File: src/rtl/magic_counter_monitor.sv
// rtl/magic_counter_monitor.sv - runtime monitor for a free-running up-counter
// Flags out-of-order steps, illegal wraps, oversized steps and skipped magic values.
module magic_counter_monitor #(
  parameter int                          WIDTH       = 20,
  parameter int                          NUM_MAGIC   = 4,
  parameter logic [NUM_MAGIC*WIDTH-1:0]  MAGICS      = {20'd456789, 20'd345678, 20'd234567, 20'd123456},
  parameter int unsigned                 MAX_STEP    = 0,
  parameter bit                          HALT_ON_ERR = 1'b0
) (
  input  logic                  clock,
  input  logic                  reset,
  input  logic                  clear,
  input  logic                  counter_valid,
  input  logic [WIDTH-1:0]      counter,
  output logic                  err_order,
  output logic                  err_skip,
  output logic                  err_step,
  output logic                  err_any,
  output logic [WIDTH-1:0]      first_err_value,
  output logic [3:0]            first_skip_idx,
  output logic [NUM_MAGIC-1:0]  magic_hit,
  output logic [7:0]            wrap_count,
  output logic                  halted
);

  if (WIDTH < 2 || WIDTH > 32) begin : g_bad_width
    $error("magic_counter_monitor: WIDTH must be in 2..32");
  end
  if (NUM_MAGIC < 1 || NUM_MAGIC > 16) begin : g_bad_num
    $error("magic_counter_monitor: NUM_MAGIC must be in 1..16");
  end
  for (genvar g = 0; g < NUM_MAGIC - 1; g++) begin : g_order
    if (MAGICS[(g+1)*WIDTH +: WIDTH] <= MAGICS[g*WIDTH +: WIDTH]) begin : g_bad
      $error("magic_counter_monitor: MAGICS must be strictly ascending");
    end
  end

  typedef enum logic [1:0] {IDLE, TRACK, HALT} state_t;

  state_t                state, state_next;
  logic [WIDTH-1:0]      prev;
  logic [NUM_MAGIC-1:0]  hit_vec, skip_vec;
  logic [3:0]            skip_idx;
  logic [WIDTH-1:0]      diff;
  logic                  prev_is_max, gt, order_bad, step_bad, skip_any, wrap, err_now;

  // Checks are evaluated every cycle; they only take effect for a valid sample in TRACK.
  always_comb begin
    hit_vec     = '0;
    skip_vec    = '0;
    skip_idx    = 4'd0;
    prev_is_max = (prev == {WIDTH{1'b1}});
    gt          = (counter > prev);
    diff        = counter - prev;
    order_bad   = prev_is_max ? (counter != '0) : !gt;
    wrap        = prev_is_max && (counter == '0);
    step_bad    = (MAX_STEP != 0) && !prev_is_max && !order_bad && (33'(diff) > 33'(MAX_STEP));
    for (int i = 0; i < NUM_MAGIC; i++) begin
      hit_vec[i]  = (counter == MAGICS[i*WIDTH +: WIDTH]);
      skip_vec[i] = gt && (prev < MAGICS[i*WIDTH +: WIDTH]) && (counter > MAGICS[i*WIDTH +: WIDTH]);
    end
    for (int i = NUM_MAGIC - 1; i >= 0; i--) begin
      if (skip_vec[i]) skip_idx = 4'(i);
    end
    skip_any = |skip_vec;
    err_now  = order_bad || step_bad || skip_any;
  end

  always_ff @(posedge clock) begin
    if (!reset) state <= IDLE;
    else        state <= state_next;
  end

  always_comb begin
    state_next = state;
    if (clear) begin
      state_next = IDLE;
    end else begin
      case (state)
        IDLE:    if (counter_valid) state_next = TRACK;
        TRACK:   if (counter_valid && err_now && HALT_ON_ERR) state_next = HALT;
        HALT:    state_next = HALT;
        default: state_next = IDLE;
      endcase
    end
  end

  always_ff @(posedge clock) begin
    if (!reset || clear) begin
      prev            <= '0;
      err_order       <= 1'b0;
      err_skip        <= 1'b0;
      err_step        <= 1'b0;
      err_any         <= 1'b0;
      first_err_value <= '0;
      first_skip_idx  <= 4'd0;
      magic_hit       <= '0;
      wrap_count      <= 8'd0;
    end else if (counter_valid) begin
      case (state)
        IDLE: begin
          prev      <= counter;
          magic_hit <= magic_hit | hit_vec;
        end
        TRACK: begin
          prev      <= counter;
          magic_hit <= magic_hit | hit_vec;
          err_order <= err_order | order_bad;
          err_step  <= err_step | step_bad;
          err_skip  <= err_skip | skip_any;
          err_any   <= err_any | err_now;
          if (err_now && !err_any) first_err_value <= counter;
          if (skip_any && !err_skip) first_skip_idx <= skip_idx;
          if (wrap && wrap_count != 8'hFF) wrap_count <= wrap_count + 8'd1;
        end
        default: ;
      endcase
    end
  end

  assign halted = (state == HALT);

endmodule
File: config.mk
export PLATFORM = sky130hd
export DESIGN_NAME = magic_counter_monitor
export DESIGN_NICKNAME = d
export VERILOG_FILES = /design/src/rtl/magic_counter_monitor.sv
export SDC_FILE = /design/constraint.sdc
export NUM_CORES = 1
export LEC_CHECK = 0
export CORE_ASPECT_RATIO = 1.25
export CORE_MARGIN = 4
export CORE_UTILIZATION = 48
export DETAILED_ROUTE_END_ITERATION = 10
export PLACE_DENSITY = 0.78
export SLEW_MARGIN = 20
export SYNTH_ARGS = -nofsm -noshare
export SYNTH_HDL_FRONTEND = slang
export SYNTH_SLANG_ARGS = --single-unit
File: constraint.sdc
create_clock -name clock -period 2.7 [get_ports clock]
set_input_delay 0.54 -clock clock [delete_from_list [all_inputs] [get_ports clock]]
set_output_delay 0.54 -clock clock [all_outputs]
set_load 0.05 [all_outputs]
* Word-level counts from Yosys, hierarchy flattened
Cells that the tools add are included.
** Storage, ports and cells
- Logic and storage cells :: 71
- Bits in registers :: 61
- Output and inout bits :: 41
- Input bits :: 24
** Operators by class
- $lt $le $gt $ge :: 9
- $add $sub $neg :: 1
- Multiplexer cells :: 7
- Bitwise gates (word level) :: 6
- Equal/unequal tests :: 9
- Reduce and logical (&&, ||, !) cells :: 30
** Operators by type and width (number)
- $eq A20 B19 Y1 const B :: 2
- $gt A20 B19 Y1 const B :: 2
- $lt A20 B19 Y1 const B :: 2
- $eq A20 B17 Y1 const B :: 1
- $eq A20 B18 Y1 const B :: 1
- $eq A20 B20 Y1 const B :: 1
- $gt A20 B17 Y1 const B :: 1
- $gt A20 B18 Y1 const B :: 1
- $gt A20 B20 Y1 :: 1
- $logic_not A20 Y1 :: 1
- $lt A20 B17 Y1 const B :: 1
- $lt A20 B18 Y1 const B :: 1
- $reduce_bool A20 Y1 :: 1
- $logic_and A1 B1 Y1 :: 12
- $mux W2 :: 5
- $reduce_and A3 Y1 :: 3
- $add A8 B1 Y8 const B :: 1
- $ne A8 B8 Y1 const B :: 1
- $pmux W2 S3 :: 1
- $reduce_and A2 Y1 :: 3
- $logic_not A1 Y1 :: 4
- $or A4 B4 Y4 :: 1
- $reduce_or A2 Y1 :: 2
- $reduce_or A4 Y1 :: 1
- other kinds (8) :: 12

* Logic depth before layout (Yosys ltp)
Gate-level depths: netlist of run 1.
- Depth in word-level cells :: 7
- Depth in mapped cells :: 11
- Depth with buffers taken out :: 10

* Worst setup path after synthesis of run 1
OpenSTA, ideal clock, no wires.
- Kind :: input port to flip-flop
- From :: input port counter[7]
- To :: register first_skip_idx[0]
- Data arrival time :: 2712 ps
- Path slack :: -159 ps
- Library setup time :: 147 ps
- Stages :: 9
- Data required time :: 2553 ps
- Path buffers :: 1
- Path through :: buf_2 -> nand2b_1 -> or4_1 -> or4_4 -> a211oi_2 -> nor4_2 -> or2_4 -> o311ai_4 -> o41ai_2
** On the way
- Longest elaborated chain between the ends :: 7
- Elaborated cells on any way between the ends :: 20
- Classes of those cells :: order compare (5); mux (4); reduce/logical (11)
** RTL lines
- start: declaration :: RTL line 14 : input logic [WIDTH-1:0] counter,
- $gt A20 B20 Y1 :: RTL line 53 : gt = (counter > prev);
- $logic_and A1 B1 Y1 (2 in series) :: RTL line 60 : skip_vec[i] = gt && (prev < MAGICS[i*WIDTH +: WIDTH]) && (counter > MAGICS[i*WIDTH +: WIDTH]);
- $mux W2 (4 in series) :: RTL line 63 : if (skip_vec[i]) skip_idx = 4'(i);
- end signal: assignment :: RTL line 113 : if (skip_any && !err_skip) first_skip_idx <= skip_idx;
- end: declaration :: RTL line 20 : output logic [3:0] first_skip_idx,
Several ways; a longest one is shown, not always the timed one.
A chain may end at the register's enable or synchronous reset.

* Worst setup path in the final report of run 1
- From :: input port counter[8]
- To :: register first_skip_idx[0]
Same word-level chain as after synthesis.

==> impl_metrics.csv, run 1 <==
group,metric,value,unit
setup_path,cp-end-kind,"flop",
cells_and_area,layout.cell_area.non_filler,0.00559,mm²
global_route,vias_in_the_first_global_route,4247,
die,die_outline_area,0.00874,mm²
synth,synth.largest_area_cell,"dfxtp_1",
timing,finalSetupViolCount,21,
global_route,global_route.overflow_total,0,
timing,max_freq,0.352,GHz
placement,place_congestion,1.00,
synth,synth_cell_type_count,65,
setup_path,worst-endpoint-required,2.93,ns
power_and_ir_drop,vdd_ir_drop_max,420,µV
power_and_ir_drop,power.total,2.33,mW
cells_and_area,net_count_reported_at_finish,662,
power_and_ir_drop,leakage,2.15,nW
cts,clock_buffer_count_from_cts,9,
drt,avgRoutedWirePerCell,20.4,µm
synth,postSynth.topFlopCell,"dfxtp_1",
cts,depth_of_the_cts_h_tree,3,
status,violations_in_the_final_reports,"negative setup slack",
hold_path,min-delay-path-class,"reg2reg",
setup_path,critPathTopFamily,"compound AO/OA/AOI/OAI gates",
setup_path,timing.critical_path.cells,"buf_2, buf_4, buf_4, nand2b_1, a2111oi_1, o221ai_2, a2111oi_4, nor4_4, buf_4, or2_4, o311ai_4, o41ai_2",
cts,clock_root_buffer_master,"clkbuf_8",
placement,placed_cell_area,0.00484,mm²
synth,ys_top_cells_by_area,"dfxtp_1, a21oi_1, ha_1",
timing,max-slew-margin-rel,0.530,
setup_path,cpPeakStageDelay,0.45,ns
synth,synth.top_cell.area_share,0.337,
timing,timing_max_transition_violations_final,0,
timing,share_of_the_clock_period_used_by_the_worst_path,1.05,
synth,yosysWarnings,0,
setup_path,timing.critical_path.mode_cell,"buf_4",
timing,rsz0062_at_grt,"yes",
die,die_y,104,µm
cells_and_area,drive_above_1_share,0.355,
cts,clk_pin_slew,0.07,ns
die,initial_utilization,0.499,
synth,synth-async-reset-ratio,0,
drt,dr.pass1.iters,5,
setup_path,worst_ep_arrival_time,3.08,ns
placement,placed_instance_count,672,
drt,route.antenna.remaining_nets,0,
placement,place.detailed.hpwl,9330,µm
cts,worst_skew_pair.late_latency,0.36,ns
cells_and_area,ant_diodes,0,
drt,wirelength,14500,µm
setup_path,cp_max_fo,5,
synth,synth_top_cells_by_count,"dfxtp_1, a21oi_1, nand2_1",
drt,detailedRoute.firstIterationViolations,488,
die,io_pins,65,
power_and_ir_drop,pwr_density_cell,417,mW/mm²
timing,timing.final.ws_setup,-0.145,ns
placement,port_buffer_count,61,
synth,synthesis.area_per_instance,7.72,µm²
synth,synth_seq_cells,59,
global_route,grt_usage,0.323,
cts,max-clock-path-buffers,2,
global_route,antenna_found_initial,1,
synth,seq_area_frac_synth,0.337,
die,dieWidth,84.4,µm
die,rows,34,
timing,timing_hold_violations_final,0,
timing,skew,0.0149,ns
flow_run,max-cap-violations,0,
setup_path,critical_path.slowest_cell,"a2111oi_4",
synth,post_synth_inst_count,454,
cts,cts_tree,"done",
cells_and_area,number_of_cells_in_the_finished_layout_apart_from_fillers,712,
setup_path,crit_type,"in2reg",
drt,drt_via_density,6.14,
synth,number_of_enable_type_register_cells_in_the_synthesized_netlist,0,
drt,drt_drc_violations_left,0,
timing,worst_slew_pin_tran,0.705,ns
timing,post-route-min-period,2.84,ns
status,run_status,"complete, but fails checks",
synth,synthMostInstantiatedCell,"dfxtp_1",
cts,clock-sinks,59,
cells_and_area,area.growth.synth_to_final,59.6,%
synth,syn-cell-area,0.00350,mm²
global_route,grt_start_max_net_pins,56,
setup_path,crit_path_start_kind,"input port",
global_route,grt_pass1_wl,22400,µm
setup_path,critPathBufInv,4,
die,floorplan_core_area,0.00702,mm²
drt,num_vias,4374,
routing by layer:
metal	track usage	share of wire	up-vias
li1	-	-	1959
met1	0.396	0.39	2082
met2	0.532	0.49	258
met3	0.0755	0.073	73
met4	0.149	0.053	2
met5	0	0.00096	-
stage by stage:
stage / utilization / setup slack, ns / hold WS (ns) / TNS (ns)
floorplan: - / -0.106 / 0.428 / -0.505
global placement: 0.689 / -0.725 / 0.442 / -21.25
detailed placement: 0.689 / -0.811 / 0.449 / -22.70
CTS: 0.776 / -0.124 / 0.463 / -1.86
global route: 0.797 / -0.179 / 0.482 / -2.48
finish: 0.797 / -0.145 / 0.462 / -1.19
worst min-delay path, stage by stage, from the launching register on:
cell and delay [ns]:
dfxtp_1 0.32, o21ai_2 0.05, a21oi_1 0.05
layout make-up:
type / count / area, µm²
fillers: 471 / 1430
multi-input cells: 346 / 2470
flip-flops and latches: 59 / 1180
inverters: 23 / 86.3
repair buffers: 178 / 1520
clock inverters: 5 / 60.1
clock buffers: 11 / 151
well taps: 90 / 113
flip-flops by register name (all words and copies together), names as in the netlist:
| register | count |
|---|---|
| wrap_count | 8 |
| state | 2 |
| magic_hit | 4 |
| err_any | 1 |
| err_order | 1 |
| first_err_value | 20 |
| prev | 20 |
| first_skip_idx | 2 |
| err_skip | 1 |
final timing paths:
kind / slack (ns) / depth (start not counted) / to / from
max: -0.14 / 12 / first_skip_idx[0] / counter[8]
min: 0.46 / 2 / first_err_value[12] / first_err_value[12]
max reg2reg: 0.02 / 11 / first_err_value[2] / prev[11]
min reg2reg: 0.46 / 2 / first_err_value[12] / first_err_value[12]
power by group:
| group | total (mW) | internal, mW | switching [mW] |
|---|---|---|---|
| clock network | 0.889 | 0.480 | 0.409 |
| logic | 0.549 | 0.235 | 0.315 |
| registers | 0.894 | 0.883 | 0.0110 |
| total | 2.33 | 1.60 | 0.735 |
logic make-up after synthesis:
| logic type | Yosys count | synth area share |
|---|---|---|
| other | 1 | 0.00107 |
| xor gates and xnor gates | 7 | 0.0175 |
| buffers and inverters | 51 | 0.0664 |
| and+or+nand+nor | 192 | 0.283 |
| AOI/OAI and AO/OA | 122 | 0.217 |
| muxes | 1 | 0.00286 |
| adders and majority gates | 21 | 0.0750 |
| DFF | 59 | 0.337 |
layout by cell type, fill, tap and decap left out, types with 6 or more instances in the layout:
cell	netlist	layout
inv_1	21	20
dfxtp_1	59	56
a21oi_1	58	51
nor3_1	13	12
a21oi_2	0	7
nand2_1	57	55
nor2_1	29	28
buf_2	6	9
nand3_1	35	34
clkdlybuf4s50_1	0	41
o21ai_2	0	18
clkbuf_8	0	11
ha_1	21	18
buf_6	3	12
nand2b_1	8	6
o21ai_0	9	7
buf_4	3	102
nand4_1	7	7
repair_timing:
action,in CTS,in global routing
hold buffers,0,0
endpoints found under the setup margin,33,26
gates resized for setup,98,52
pin swaps,28,26
cloned,3,0
buffers inserted,19,5
No activity file was read; power rests on OpenSTA's default activity.
==> inputs of run 2 (changes only) <==
- REMOVE_ABC_BUFFERS: unset -> 1
==> run 2 against run 1 <==
Sequential power is essentially flat. First-iteration DRC count shrank 3.5%. The run still ends with negative setup slack left. Register-to-register slack lost 0.11 ns. Worst setup slack lost 0.088 ns. Final area grew 1.1%. Largest cell class unchanged.
==> impl_metrics.csv, run 2 (same netlist as run 1, synthesis figures left out) <==
group,metric,value,unit
status,run_status,"complete, but fails checks",
status,violations_in_the_final_reports,"negative setup slack",
power_and_ir_drop,vdd_ir_drop_max,464,µV
drt,dr.pass1.iters,5,
cts,clock_root_buffer_master,"clkbuf_8",
hold_path,min-delay-path-class,"reg2reg",
placement,place_congestion,0.911,
timing,timing_hold_violations_final,0,
setup_path,worst_ep_arrival_time,3.17,ns
placement,place_ws,-0.911,ns
timing,post-route-min-period,2.93,ns
cells_and_area,reg_top3,"first_err_value (20), prev (20), wrap_count (8)",
drt,num_vias,4495,
timing,timing_max_transition_violations_final,0,
die,die_y,104,µm
die,dieWidth,84.4,µm
setup_path,timing.rr.start,"prev[11]",
cells_and_area,ant_diodes,0,
hold_path,holdCritStartpoint,"err_order",
cts,cts_tree,"done",
cts,clock_buffer_count_from_cts,9,
timing,timing.final.ws_setup,-0.233,ns
timing,final.hold.worst_slack,0.461,ns
cells_and_area,area.growth.synth_to_final,61.3,%
cts,max-clock-path-buffers,2,
drt,detailedRoute.firstIterationViolations,471,
cts,depth_of_the_cts_h_tree,3,
die,io_pins,65,
cts,clock-sinks,59,
cts,worst_skew_pair.late_latency,0.35,ns
timing,setup_total_negative_slack,-4.04,ns
drt,drt_drc_violations_left,0,
cells_and_area,net_count_reported_at_finish,651,
drt,route.antenna.remaining_nets,0,
drt,wirelength,15600,µm
placement,placed_instance_count,659,
power_and_ir_drop,pwr_density_cell,450,mW/mm²
placement,place.detailed.hpwl,8840,µm
die,floorplan_core_area,0.00702,mm²
cells_and_area,mostFrequentLayoutCells,"buf_4, dfxtp_1, nand2_1, a21oi_1, clkdlybuf4s50_1",
die,initial_utilization,0.499,
global_route,global_route.overflow_total,0,
cells_and_area,number_of_cells_in_the_finished_layout_apart_from_fillers,701,
drt,drt_via_density,6.41,
die,die_outline_area,0.00874,mm²
cts,clk_pin_slew,0.08,ns
setup_path,cp-end-kind,"flop",
timing,skew,0.0102,ns
global_route,grt_usage,0.324,
power_and_ir_drop,power.total,2.55,mW
die,rows,34,
cells_and_area,layout.cells.most_common,"buf_4",
setup_path,crit_type,"in2reg",
timing,share_of_the_clock_period_used_by_the_worst_path,1.09,
drt,avgRoutedWirePerCell,22.3,µm
global_route,antenna_found_initial,0,
global_route,grt_start_max_net_pins,25,
flow_run,max-cap-violations,0,
timing,finalSetupViolCount,23,
setup_path,setup.worst_path.start,"counter[0]",
placement,port_buffer_count,61,
timing,rsz0062_at_grt,"yes",
setup_path,cp_max_fo,6,
setup_path,crit_path_start_kind,"input port",
setup_path,worst-endpoint-required,2.93,ns
timing,max-slew-margin-rel,0.620,
global_route,grt_pass1_wl,22800,µm
global_route,vias_in_the_first_global_route,4513,
timing,max_freq,0.341,GHz
timing,worst_slew_pin_tran,0.569,ns
cells_and_area,drive_above_1_share,0.349,
power_and_ir_drop,leakage,2.13,nW
-- run 2: cell types whose count changed in the layout (fill, tap and decap cells not counted), sizes merged --
cell / before / now
clkdlybuf4s15: 2 / 3
dlymetal6s2s: 1 / 0
bufinv: 1 / 3
buf: 127 / 113
clkinvlp: 1 / 0
dlygate4sd2: 4 / 1
clkdlybuf4s50: 41 / 42
clkinv: 2 / 3
o22a: 1 / 4
-- run 2: worst paths after layout --
check / end / slack, ns / depth (start not counted)
worst min-delay path: err_order / 0.46 / 2
worst max-delay path: err_any / -0.23 / 10
worst max register to register: first_err_value[5] / -0.09 / 11
worst min register to register: err_order / 0.46 / 2
-- run 2: area by class of cell --
class,instances,area (µm²)
multi-input cells,349,2570
repair buffers,164,1450
fillers,419,1370
flip-flops and latches,59,1180
clock inverters,7,125
clock buffers,9,124
well taps,90,113
inverters,23,86.3
-- run 2: per-stage QoR --
stage               utilization  area (µm²)
floorplan                     -        3370
CTS                       0.771        5410
detailed placement        0.672        4720
finish                    0.806        5650
global placement          0.672        4720
global route              0.806        5650
-- run 2: worst max-delay path, cell delays in order --
cell	delay [ns]
clkdlybuf4s15_2	0.25
or2_4	0.28
or4_4	0.52
nor3_1	0.38
nor2b_2	0.52
o22ai_4	0.15
buf_12	0.17
buf_12	0.14
a31oi_4	0.13
nor2_1	0.07
-- run 2: what timing repair did --
| item | 4_1_cts | 5_1_grt |
|---|---|---|
| gates cloned | 4 | 2 |
| hold buffers | 0 | 0 |
| setup endpoints to repair | 31 | 24 |
| resized for setup | 108 | 56 |
| hold endpoints to repair | 0 | 0 |
| pin swaps | 24 | 32 |
| buffers inserted | 17 | 3 |
-- run 2: routing by layer --
metal  up-vias  GRT usage  wire length (µm)
li1       1948          -                 -
met1      2122      0.357              5420
met3       114     0.0635              1300
met4         0      0.187              1120
met2       311      0.569              7800
met5         -          0                 0
-- run 2: where the power goes --
group	switching (mW)	internal (mW)	leakage [nW]	total (mW)
clock network	0.406	0.621	0.124	1.03
logic	0.346	0.279	1.53	0.625
registers	0.0119	0.883	0.477	0.895
